[config.mk]
export PLATFORM = sky130hd
export DESIGN_NAME = cpu_top
export DESIGN_NICKNAME = d
export VERILOG_FILES = /design/src/rtl/cpu_pkg.sv /design/src/rtl/cpu_top_alu.sv /design/src/rtl/cpu_top.sv
export SDC_FILE = /design/constraint.sdc
export NUM_CORES = 2
export LEC_CHECK = 0
export CORE_MARGIN = 4
export CORE_UTILIZATION = 34
export CTS_CLUSTER_SIZE = 40
export DETAILED_ROUTE_END_ITERATION = 10
export PLACE_DENSITY = 0.6
export REMOVE_ABC_BUFFERS = 1
export SLEW_MARGIN = 20
export SYNTH_ARGS = -nofsm -noshare
export SYNTH_HDL_FRONTEND = slang
export SYNTH_SLANG_ARGS = --single-unit
[constraint.sdc]
create_clock -name clk -period 13.6 [get_ports clk]
set_input_delay 2.72 -clock clk [delete_from_list [all_inputs] [get_ports clk]]
set_output_delay 2.72 -clock clk [all_outputs]
set_load 0.005 [all_outputs]
[src/rtl/cpu_pkg.sv]
// cpu_pkg: ALU operation encoding, RV32I opcodes and funct3-to-op decode helpers.
package cpu_pkg;
  typedef enum logic [3:0] {
    ADD, SUB, SLL, SLT, SLTU, XOR, SRL, SRA, OR, AND, BEQ, BNE, BLT, BGE, BLTU, BGEU
  } operation_t;

  localparam logic [6:0] OP_R = 7'b0110011;
  localparam logic [6:0] OP_I = 7'b0010011;
  localparam logic [6:0] OP_B = 7'b1100011;

  function automatic operation_t alu_op(input logic [2:0] f3, input logic alt);
    case (f3)
      3'd0:    alu_op = alt ? SUB : ADD;
      3'd1:    alu_op = SLL;
      3'd2:    alu_op = SLT;
      3'd3:    alu_op = SLTU;
      3'd4:    alu_op = XOR;
      3'd5:    alu_op = alt ? SRA : SRL;
      3'd6:    alu_op = OR;
      default: alu_op = AND;
    endcase
  endfunction

  // funct3 010/011 have no branch; the decoder flags them separately
  function automatic operation_t br_op(input logic [2:0] f3);
    case (f3)
      3'd0:    br_op = BEQ;
      3'd1:    br_op = BNE;
      3'd4:    br_op = BLT;
      3'd5:    br_op = BGE;
      3'd6:    br_op = BLTU;
      default: br_op = BGEU;
    endcase
  endfunction
endpackage

[src/rtl/cpu_top_alu.sv]
// alu: RV32I integer ALU with branch condition flags and a forced-zero error path.
module alu
  import cpu_pkg::*;
#(
  parameter int XLEN = 32
) (
  input  logic [XLEN-1:0] a,
  input  logic [XLEN-1:0] b,
  input  operation_t      op,
  input  logic            err,
  output logic [XLEN-1:0] result,
  output logic            zero_flag,
  output logic            eq_flag,
  output logic            less_flag,
  output logic            err_flag
);
  logic [XLEN-1:0] r;
  logic [4:0]      sh;
  logic            slt, ult;

  assign sh  = b[4:0];
  assign slt = $signed(a) < $signed(b);
  assign ult = a < b;

  always_comb begin
    case (op)
      ADD:     r = a + b;
      SLL:     r = a << sh;
      SLT:     r = {{(XLEN-1){1'b0}}, slt};
      SLTU:    r = {{(XLEN-1){1'b0}}, ult};
      XOR:     r = a ^ b;
      SRL:     r = a >> sh;
      SRA:     r = $unsigned($signed(a) >>> sh);
      OR:      r = a | b;
      AND:     r = a & b;
      default: r = a - b;
    endcase
  end

  assign result    = err ? '0 : r;
  assign zero_flag = result == '0;
  assign err_flag  = err;
  assign eq_flag   = !err && ((op == BEQ && a == b) || (op == BNE && a != b) ||
                              (op == BGE && !slt) || (op == BGEU && !ult));
  assign less_flag = !err && ((op == BLT && slt) || (op == BLTU && ult));
endmodule

[src/rtl/cpu_top.sv]
// cpu_top: single-cycle RV32I datapath slice -- decoder, 32x32 register file, ALU,
// with R/I-type results written back on the rising clock edge.
module cpu_top
  import cpu_pkg::*;
#(
  parameter int NUM_REGS = 32,
  parameter int XLEN     = 32
) (
  input  logic            clk,
  input  logic            nrst,
  input  logic [31:0]     instruction,
  output logic [XLEN-1:0] alu_result,
  output logic            zero_flag,
  output logic            eq_flag,
  output logic            less_flag,
  output logic            err_flag,
  output logic            ctrl_err
);
  logic [XLEN-1:0] rf_q [NUM_REGS];
  logic [6:0]      opc, f7;
  logic [2:0]      f3;
  logic [4:0]      rd, rs1, rs2;
  logic [XLEN-1:0] a, b, imm;
  operation_t      op;
  logic            alt, we;

  assign opc = instruction[6:0];
  assign rd  = instruction[11:7];
  assign f3  = instruction[14:12];
  assign rs1 = instruction[19:15];
  assign rs2 = instruction[24:20];
  assign f7  = instruction[31:25];
  assign imm = {{(XLEN-12){instruction[31]}}, instruction[31:20]};
  assign alt = f7 == 7'b0100000;

  always_comb begin
    op       = ADD;
    ctrl_err = 1'b0;
    case (opc)
      OP_R: begin
        op       = alu_op(f3, alt && (f3 == 3'd0 || f3 == 3'd5));
        ctrl_err = !(f7 == 7'd0 || (alt && (f3 == 3'd0 || f3 == 3'd5)));
      end
      OP_I: begin
        op       = alu_op(f3, alt && f3 == 3'd5);
        ctrl_err = (f3 == 3'd1 && f7 != 7'd0) || (f3 == 3'd5 && f7 != 7'd0 && !alt);
      end
      OP_B: begin
        op       = br_op(f3);
        ctrl_err = f3[2:1] == 2'b01;
      end
      default: ctrl_err = 1'b1;
    endcase
  end

  assign a  = rs1 == 5'd0 ? '0 : rf_q[rs1];
  assign b  = opc == OP_I ? imm : (rs2 == 5'd0 ? '0 : rf_q[rs2]);
  assign we = (opc == OP_R || opc == OP_I) && !ctrl_err && rd != 5'd0;

  alu #(.XLEN(XLEN)) u_alu (
    .a        (a),
    .b        (b),
    .op       (op),
    .err      (ctrl_err),
    .result   (alu_result),
    .zero_flag(zero_flag),
    .eq_flag  (eq_flag),
    .less_flag(less_flag),
    .err_flag (err_flag)
  );

  always_ff @(posedge clk or negedge nrst) begin
    if (!nrst) for (int i = 0; i < NUM_REGS; i++) rf_q[i] <= '0;
    else if (we) rf_q[rd] <= alu_result;
  end
endmodule

# Word level (Yosys, flattened, before mapping)
# Cells that the tools add are included.
# op_classes
reduce_logical	37
eq_ne	27
addsub	2
bitwise	6
magnitude_cmp	6
n_shift	3
mux	23
# ops
cell	count
1024-bit bitwise mux	1
32-bit binary-select mux with 5-bit select	2
32-bit 2-to-1 mux	9
32-bit one-hot mux with 9 select lines	1
32-bit demux with 5-bit select	1
32-bit < comparator	2
4-bit one-hot mux with 7 select lines	2
32-bit adder	1
32-bit bitwise AND	1
32-bit equality test	1
4-bit equality test, second input constant	8
32-bit logical NOT	1
32-bit != test	1
32-bit OR	1
32-bit by 5-bit << shifter with 32-bit output	1
32-bit by 5-bit right shift with 32-bit output	1
32-bit by 5-bit >>> shifter with 32-bit output	1
32-bit subtractor	1
32-bit bitwise XOR	1
6-bit greater-or-equal comparator, second input constant	3
5-bit NOT with 6-bit output	3
4-bit by 3-bit equality test with 1-bit output, second input constant	4
1-bit logical AND	16
3-bit one-hot mux with 5 select lines	1
other kinds (20)	40
# word_totals
reg_bits	1024

# Longest topological paths before layout
# logic_depth
word_depth	12
mapped_depth	30

# Modules after synthesis
# Synthesis repeated with hierarchy kept, for this count alone.
# unflattened
cells_unflattened	4924
area_unflattened_um2	68456.9
# modules_own_cells
mod	n_inst	area_per_inst_um2	cells_per_inst
cpu_top	1	58892.7	3545
alu	1	9564.2	1379

# Least setup slack after synthesis
# No wires, ideal clock.
# synth_path
path_type	in2out
start	input instruction[20]
end	output zero_flag
arrival_ns	9.253
path_stages	28
setup_slack_ns	1.627
path_cell_list	buf_6 -> buf_8 -> buf_6 -> buf_2 -> buf_1 -> buf_1 -> buf_1 -> mux4_2 -> mux4_2 -> nand2_1 -> a31oi_1 -> ha_1 -> clkbuf_1 -> a21o_1 -> a21oi_1 -> o21bai_1 -> a221o_1 -> a31o_2 -> a211oi_1 -> o211ai_1 -> a31o_2 -> a21oi_1 -> xnor2_1 -> a211o_1 -> o221ai_1 -> nand2_1 -> nand4b_1 -> nor4_2
# synth_between
elab_chain_cells	10
word_cells_on_any_way	20
classes_between	add/sub: 2; order compare: 2; shift: 3; mux: 7; bitwise: 4; reduce/logical: 2
# synth_rtl
item	line	rtl
start: declaration	cpu_top.sv:11	input logic [31:0] instruction,
5-bit NOT with 6-bit output (not written as such)	cpu_top.sv:57	assign b = opc == OP_I ? imm : (rs2 == 5'd0 ? '0 : rf_q[rs2]);
32-bit binary-select mux with 5-bit select	cpu_top.sv:57	
32-bit 2-to-1 mux (not written as such) (2 in series)	cpu_top.sv:57	
32-bit 2-to-1 mux	cpu_top.sv:57	
32-bit 2-to-1 mux *	cpu_top.sv:57	
32-bit subtractor (tied with other cells)	cpu_top_alu.sv:36	default: r = a - b;
32-bit one-hot mux with 9 select lines *	cpu_top_alu.sv:26	case (op)
32-bit 2-to-1 mux *	cpu_top_alu.sv:40	assign result = err ? '0 : r;
32-bit logical NOT *	cpu_top_alu.sv:41	assign zero_flag = result == '0;
end: declaration	cpu_top.sv:13	output logic zero_flag,
# Mark *: on every way between the ends. The rest lies on a longest branch, timed or not. The select of a mux whose other input is x is not followed.

# Final worst setup path
# layout_path
start	input instruction[18]
end	output zero_flag
# layout_between
elab_chain_cells	9
word_cells_on_any_way	19
classes_between	add/sub: 2; order compare: 2; shift: 3; mux: 6; bitwise: 4; reduce/logical: 2
# layout_rtl
item	line	rtl
5-bit NOT with 6-bit output (not written as such)	cpu_top.sv:56	assign a = rs1 == 5'd0 ? '0 : rf_q[rs1];
32-bit binary-select mux with 5-bit select	cpu_top.sv:56	
32-bit 2-to-1 mux (not written as such) (2 in series)	cpu_top.sv:56	
32-bit 2-to-1 mux *	cpu_top.sv:56	
32-bit subtractor (tied with other cells)	cpu_top_alu.sv:36	
32-bit one-hot mux with 9 select lines *	cpu_top_alu.sv:26	
32-bit 2-to-1 mux *	cpu_top_alu.sv:40	
32-bit logical NOT *	cpu_top_alu.sv:41	
# Marked as above.

==> impl_summary.md <==
Yosys
The proportion of synthesized flip-flops having asynchronous set or reset is 100%. In the synthesized netlist the dominant register cell turns out to be sky130_fd_sc_hd__dfrtp_1. For this run, the number of Yosys warnings is 0. Summing every instance area after synthesis gives 62600 um2. The count of cell types in the netlist is 108.

The number of synthesized register bits is 1024. Sequential cells were found to cover 40.9% of the synthesized design area. In this run, synthesis inferred 0 flip-flops with an integrated enable. The synthesized area per cell is 9.99 um2. Synthesis produced 6265 cells.

Global routing
The total track usage is 28.0%. The number of antenna violations at the first check in global routing is 10. The overall overflow remaining after global route is 0. The via count of the first global-routing pass is 52100. The maximum number of pins on one net before global-route repair is 187. The first global-routing pass estimated 390000 um of wire.

Worst hold path
The worst hold path belongs to the class reg -> reg. The hold path startpoint is rf_q[996]$_DFFE_PN0P_. The worst hold path passes through 0 cells. The worst min-delay path endpoint is rf_q[996]$_DFFE_PN0P_.

Place
The congestion estimate from routability-driven global placement came to 1.09. After legalization and detailed placement, the total HPWL measured 185000 um. The number of instances in the placed design is 8432. Input and output buffers added on the ports amount to 70. The worst-case setup slack after placement is -0.0137 ns.

Setup path
The startpoint of the worst-slack reg-to-reg timing path is rf_q[776]$_DFFE_PN0P_. The type of the setup path with the least slack is in -> out. Among the stages of the critical path, the cell type that occurs most often is sky130_fd_sc_hd__buf_4. The type of destination of the critical path is an output port. STA puts the critical path data required time at 10.88 ns. In this design, the stage delay of the slowest critical-path cell is 0.73 ns. The capture point of the worst reg-to-reg path is rf_q[735]$_DFFE_PN0P_. The number of buffer and inverter stages on the critical path is 7.

Along the worst path, the maximum fanout reaches 23. The family with the most delay on the worst path is compound AO/OA/AOI/OAI gates. The worst-case register-to-register setup slack is 7.12 ns. Data arrives at the worst endpoint at 10.73 ns. On the critical path, the stage with the largest delay is an instance of sky130_fd_sc_hd__a2111oi_1. For the worst flop-to-flop path, the logic depth is 23. The launching element type of the critical path is an input pin.

Floorplanning
The number of standard-cell rows in the floorplan is 157. The floorplan step defined a core boundary enclosing 183000 um2. For this design the top-level I/O count stands at 71. The die area is 191000 um2. From bottom edge to top edge, the die measures 437 um. The floorplan step set the die width to 437 um. The initial cell density of the core is 34.2%.

Clocking
In this run the post-CTS setup repair buffer count came out at 0. At the later pin of the worst-skew pair, clock insertion delay measures 0.80 ns. The clock tree from TritonCTS is built. The number of clock sinks is 1024.

The clock tree buffer depth is 3. The CTS clock-pin slew for the worst setup and hold paths is 0.05 ns. The total CTS buffers is 111. The CTS H-tree depth is 3. CTS placed an instance of sky130_fd_sc_hd__clkbuf_16 at the clock tree root.

Timing
After layout, the worst path uses 98.9% of the clock period. Setup repair after global routing left no endpoint under its margin. Based on the critical path, the design can be clocked at up to 74.4 MHz. The pin slew with the least headroom to its limit is 1.19 ns.

Setup slack on the critical path of the routed design comes to 0.152 ns. Between clock sinks in the finished design, the worst skew comes to 0.101 ns. The final-report max-slew violation count is 0.

The minimum clock period after layout is 13.45 ns. Setup violations remaining at the end of the flow were counted as 0. The remaining max-slew budget at the tightest pin is 20.4%.

The final hold violation count is 0.

Route
The routed via count is 53500. After detailed routing, the total wire length is 273000 um. The detail route stage leaves a number of antenna-violating nets equal to 0. The average via count per standard cell is 6.19. The number of design rule violations left after detail routing is 0. The pre-antenna-repair detailed-routing pass consisted of 6 iterations. The number of DRC markers after the initial detailed-route iteration is 6471. The detailed-route wire length per cell is 31.7 um.

Layout
The fraction of final layout cells sized beyond drive strength 1 is 18.1%. The flip-flop count of the largest register, all copies and words added is 1024. The register ranked first by flip-flop count is rf_q. The post-route non-filler standard cell count is 8635. In the final layout, the registers with the most flip-flops are rf_q (1024). Relative to the synthesized area, the layout overhead comes to 12.0%.

The final-stage net count is 6216.

Power
The total leakage power is 29.1 nW. The cell area power density is 99.5 nW/um2. Across the VDD grid, the largest voltage drop is 0.000109 V.

Outcome
The run finished with clean final reports.

Run
The tool flagged a number of max-cap violations equal to 0.
cell families after synthesis:
group,share of synthesized area (%)
adder cells (fa/ha/maj),2.02
AND/OR/NAND/NOR,12.0
flip-flops,40.9
XOR/XNOR,0.532
AO/OA/AOI/OAI,17.5
multiplexers,21.8
buffers and inverters,5.24
worst register-to-register path: stages (launching register included):
cell and delay (ns):
sky130_fd_sc_hd__dfrtp_1 0.41, sky130_fd_sc_hd__mux4_2 0.47, sky130_fd_sc_hd__mux4_2 0.48, sky130_fd_sc_hd__a22oi_1 0.59, sky130_fd_sc_hd__nor2_1 0.08, sky130_fd_sc_hd__a21o_1 0.20
sky130_fd_sc_hd__ha_1 0.34, sky130_fd_sc_hd__buf_4 0.18, sky130_fd_sc_hd__inv_1 0.17, sky130_fd_sc_hd__nand2_1 0.08, sky130_fd_sc_hd__a21oi_1 0.22, sky130_fd_sc_hd__o21ai_0 0.24
sky130_fd_sc_hd__o21ai_0 0.31, sky130_fd_sc_hd__o41ai_1 0.11, sky130_fd_sc_hd__buf_4 0.16, sky130_fd_sc_hd__o311ai_0 0.61, sky130_fd_sc_hd__nand2_1 0.17, sky130_fd_sc_hd__o21ai_0 0.37
sky130_fd_sc_hd__a21oi_1 0.13, sky130_fd_sc_hd__o21bai_1 0.16, sky130_fd_sc_hd__xor2_1 0.16, sky130_fd_sc_hd__a21o_1 0.15, sky130_fd_sc_hd__buf_4 0.36, sky130_fd_sc_hd__o21ai_0 0.24
cell usage in the layout, fill, tap and decap left out, types with 30 or more instances in the layout:
master                            count
sky130_fd_sc_hd__ha_1                98
sky130_fd_sc_hd__o221ai_1            31
sky130_fd_sc_hd__nand2_1           1235
sky130_fd_sc_hd__nor2_1             181
sky130_fd_sc_hd__nand2_4             31
sky130_fd_sc_hd__inv_1              132
sky130_fd_sc_hd__buf_4              242
sky130_fd_sc_hd__o22ai_1             44
sky130_fd_sc_hd__o21ai_0           1117
sky130_fd_sc_hd__nand4_1             30
sky130_fd_sc_hd__a21oi_1            129
sky130_fd_sc_hd__a211oi_1            35
sky130_fd_sc_hd__nand3_1             82
sky130_fd_sc_hd__mux2_2              43
sky130_fd_sc_hd__o211ai_1            41
sky130_fd_sc_hd__mux2i_1            189
sky130_fd_sc_hd__mux4_2             497
sky130_fd_sc_hd__clkbuf_16          112
sky130_fd_sc_hd__nor3_1              58
sky130_fd_sc_hd__dfrtp_1           1024
sky130_fd_sc_hd__a22oi_1             30
sky130_fd_sc_hd__a31oi_1             41
sky130_fd_sc_hd__a22o_1              33
sky130_fd_sc_hd__clkdlybuf4s50_1     59
worst max-delay path by stage:
stage / from / depth (start not counted) / slack (ns) / end
3_5_place_dp: instruction[0] / 25 / -0.01 / zero_flag
5_1_grt: instruction[5] / 25 / 0.02 / zero_flag
2_1_floorplan: instruction[24] / 20 / -0.54 / zero_flag
6_report: instruction[18] / 26 / 0.15 / zero_flag
3_3_place_gp: instruction[0] / 25 / -0.04 / zero_flag
4_1_cts: instruction[20] / 25 / 0.04 / zero_flag
cells in the mapped netlist (16+ instances only):
library cell	count	share of area (%)
sky130_fd_sc_hd__clkbuf_1	469	2.8
sky130_fd_sc_hd__nand4_1	30	0.30
sky130_fd_sc_hd__ha_1	98	2.0
sky130_fd_sc_hd__and3_1	21	0.21
sky130_fd_sc_hd__buf_1	67	0.40
sky130_fd_sc_hd__mux2_2	43	0.77
sky130_fd_sc_hd__buf_2	49	0.39
sky130_fd_sc_hd__nor2_1	182	1.1
sky130_fd_sc_hd__o211ai_1	41	0.49
sky130_fd_sc_hd__mux2i_1	189	3.0
sky130_fd_sc_hd__dfrtp_1	1024	41
sky130_fd_sc_hd__xnor2_1	29	0.41
sky130_fd_sc_hd__a221oi_1	29	0.41
sky130_fd_sc_hd__and2_1	23	0.23
sky130_fd_sc_hd__a22o_1	33	0.46
sky130_fd_sc_hd__o22ai_1	44	0.44
sky130_fd_sc_hd__buf_6	24	0.43
sky130_fd_sc_hd__a211oi_1	35	0.42
sky130_fd_sc_hd__o31ai_1	21	0.25
sky130_fd_sc_hd__o221ai_1	34	0.48
sky130_fd_sc_hd__nand2b_1	19	0.19
sky130_fd_sc_hd__inv_1	134	0.80
sky130_fd_sc_hd__o311ai_0	16	0.22
sky130_fd_sc_hd__o21ai_0	1119	8.9
sky130_fd_sc_hd__nand3_1	82	0.66
sky130_fd_sc_hd__nor2b_1	21	0.21
sky130_fd_sc_hd__nand2_1	1266	7.6
sky130_fd_sc_hd__a31oi_1	41	0.41
sky130_fd_sc_hd__a21o_1	27	0.32
sky130_fd_sc_hd__nor3_1	60	0.48
sky130_fd_sc_hd__a22oi_1	30	0.36
sky130_fd_sc_hd__a32oi_1	17	0.24
sky130_fd_sc_hd__mux4_2	497	18
sky130_fd_sc_hd__a21oi_1	129	1.0
report_power, final:
group          total, mW  switching (mW)  leakage [nW]  internal (mW)
clock               3.12            1.34          1.83           1.78
sequential          3.05        0.000614          14.3           3.05
combinational      0.807           0.567          13.0          0.241
per-layer routing:
layer	track usage [%]	share of wire (%)	routed length [um]
met2	42.3	44	122000
met4	15.2	6.3	17200
met5	0	0.0073	20
met3	5.89	8.8	24100
met1	37.6	40	111000
timing repair:
item,4_1_cts,5_1_grt
setup endpoints to repair,1,1
gates cloned,0,0
hold buffers,0,0
resized for setup,1,5
cell type report:
type | instances | area (um2)
clock inverter | 34 | 457
antenna | 3 | 7.51
timing repair buffer | 334 | 2990
sequential | 1024 | 25600
multi-input combinational | 4468 | 34100
fill | 18200 | 113000
clock buffer | 165 | 3280
tap | 2464 | 3080
inverter | 143 | 539
stage by stage:
stage	power (mW)	utilization, %	cell area (um2)	TNS, ns	hold WS [ns]
after floorplan	3.44	-	59800	-0.540	0.349
after global placement	3.90	36.2	66300	-0.0434	0.367
after detailed placement	3.89	36.2	66300	-0.0137	0.367
after CTS	7.00	38.3	70000	0	0.381
after global routing	7.17	38.3	70100	0	0.382
final	6.98	38.3	70100	0	0.380
Note: power is estimated with default switching activity, not from simulation.
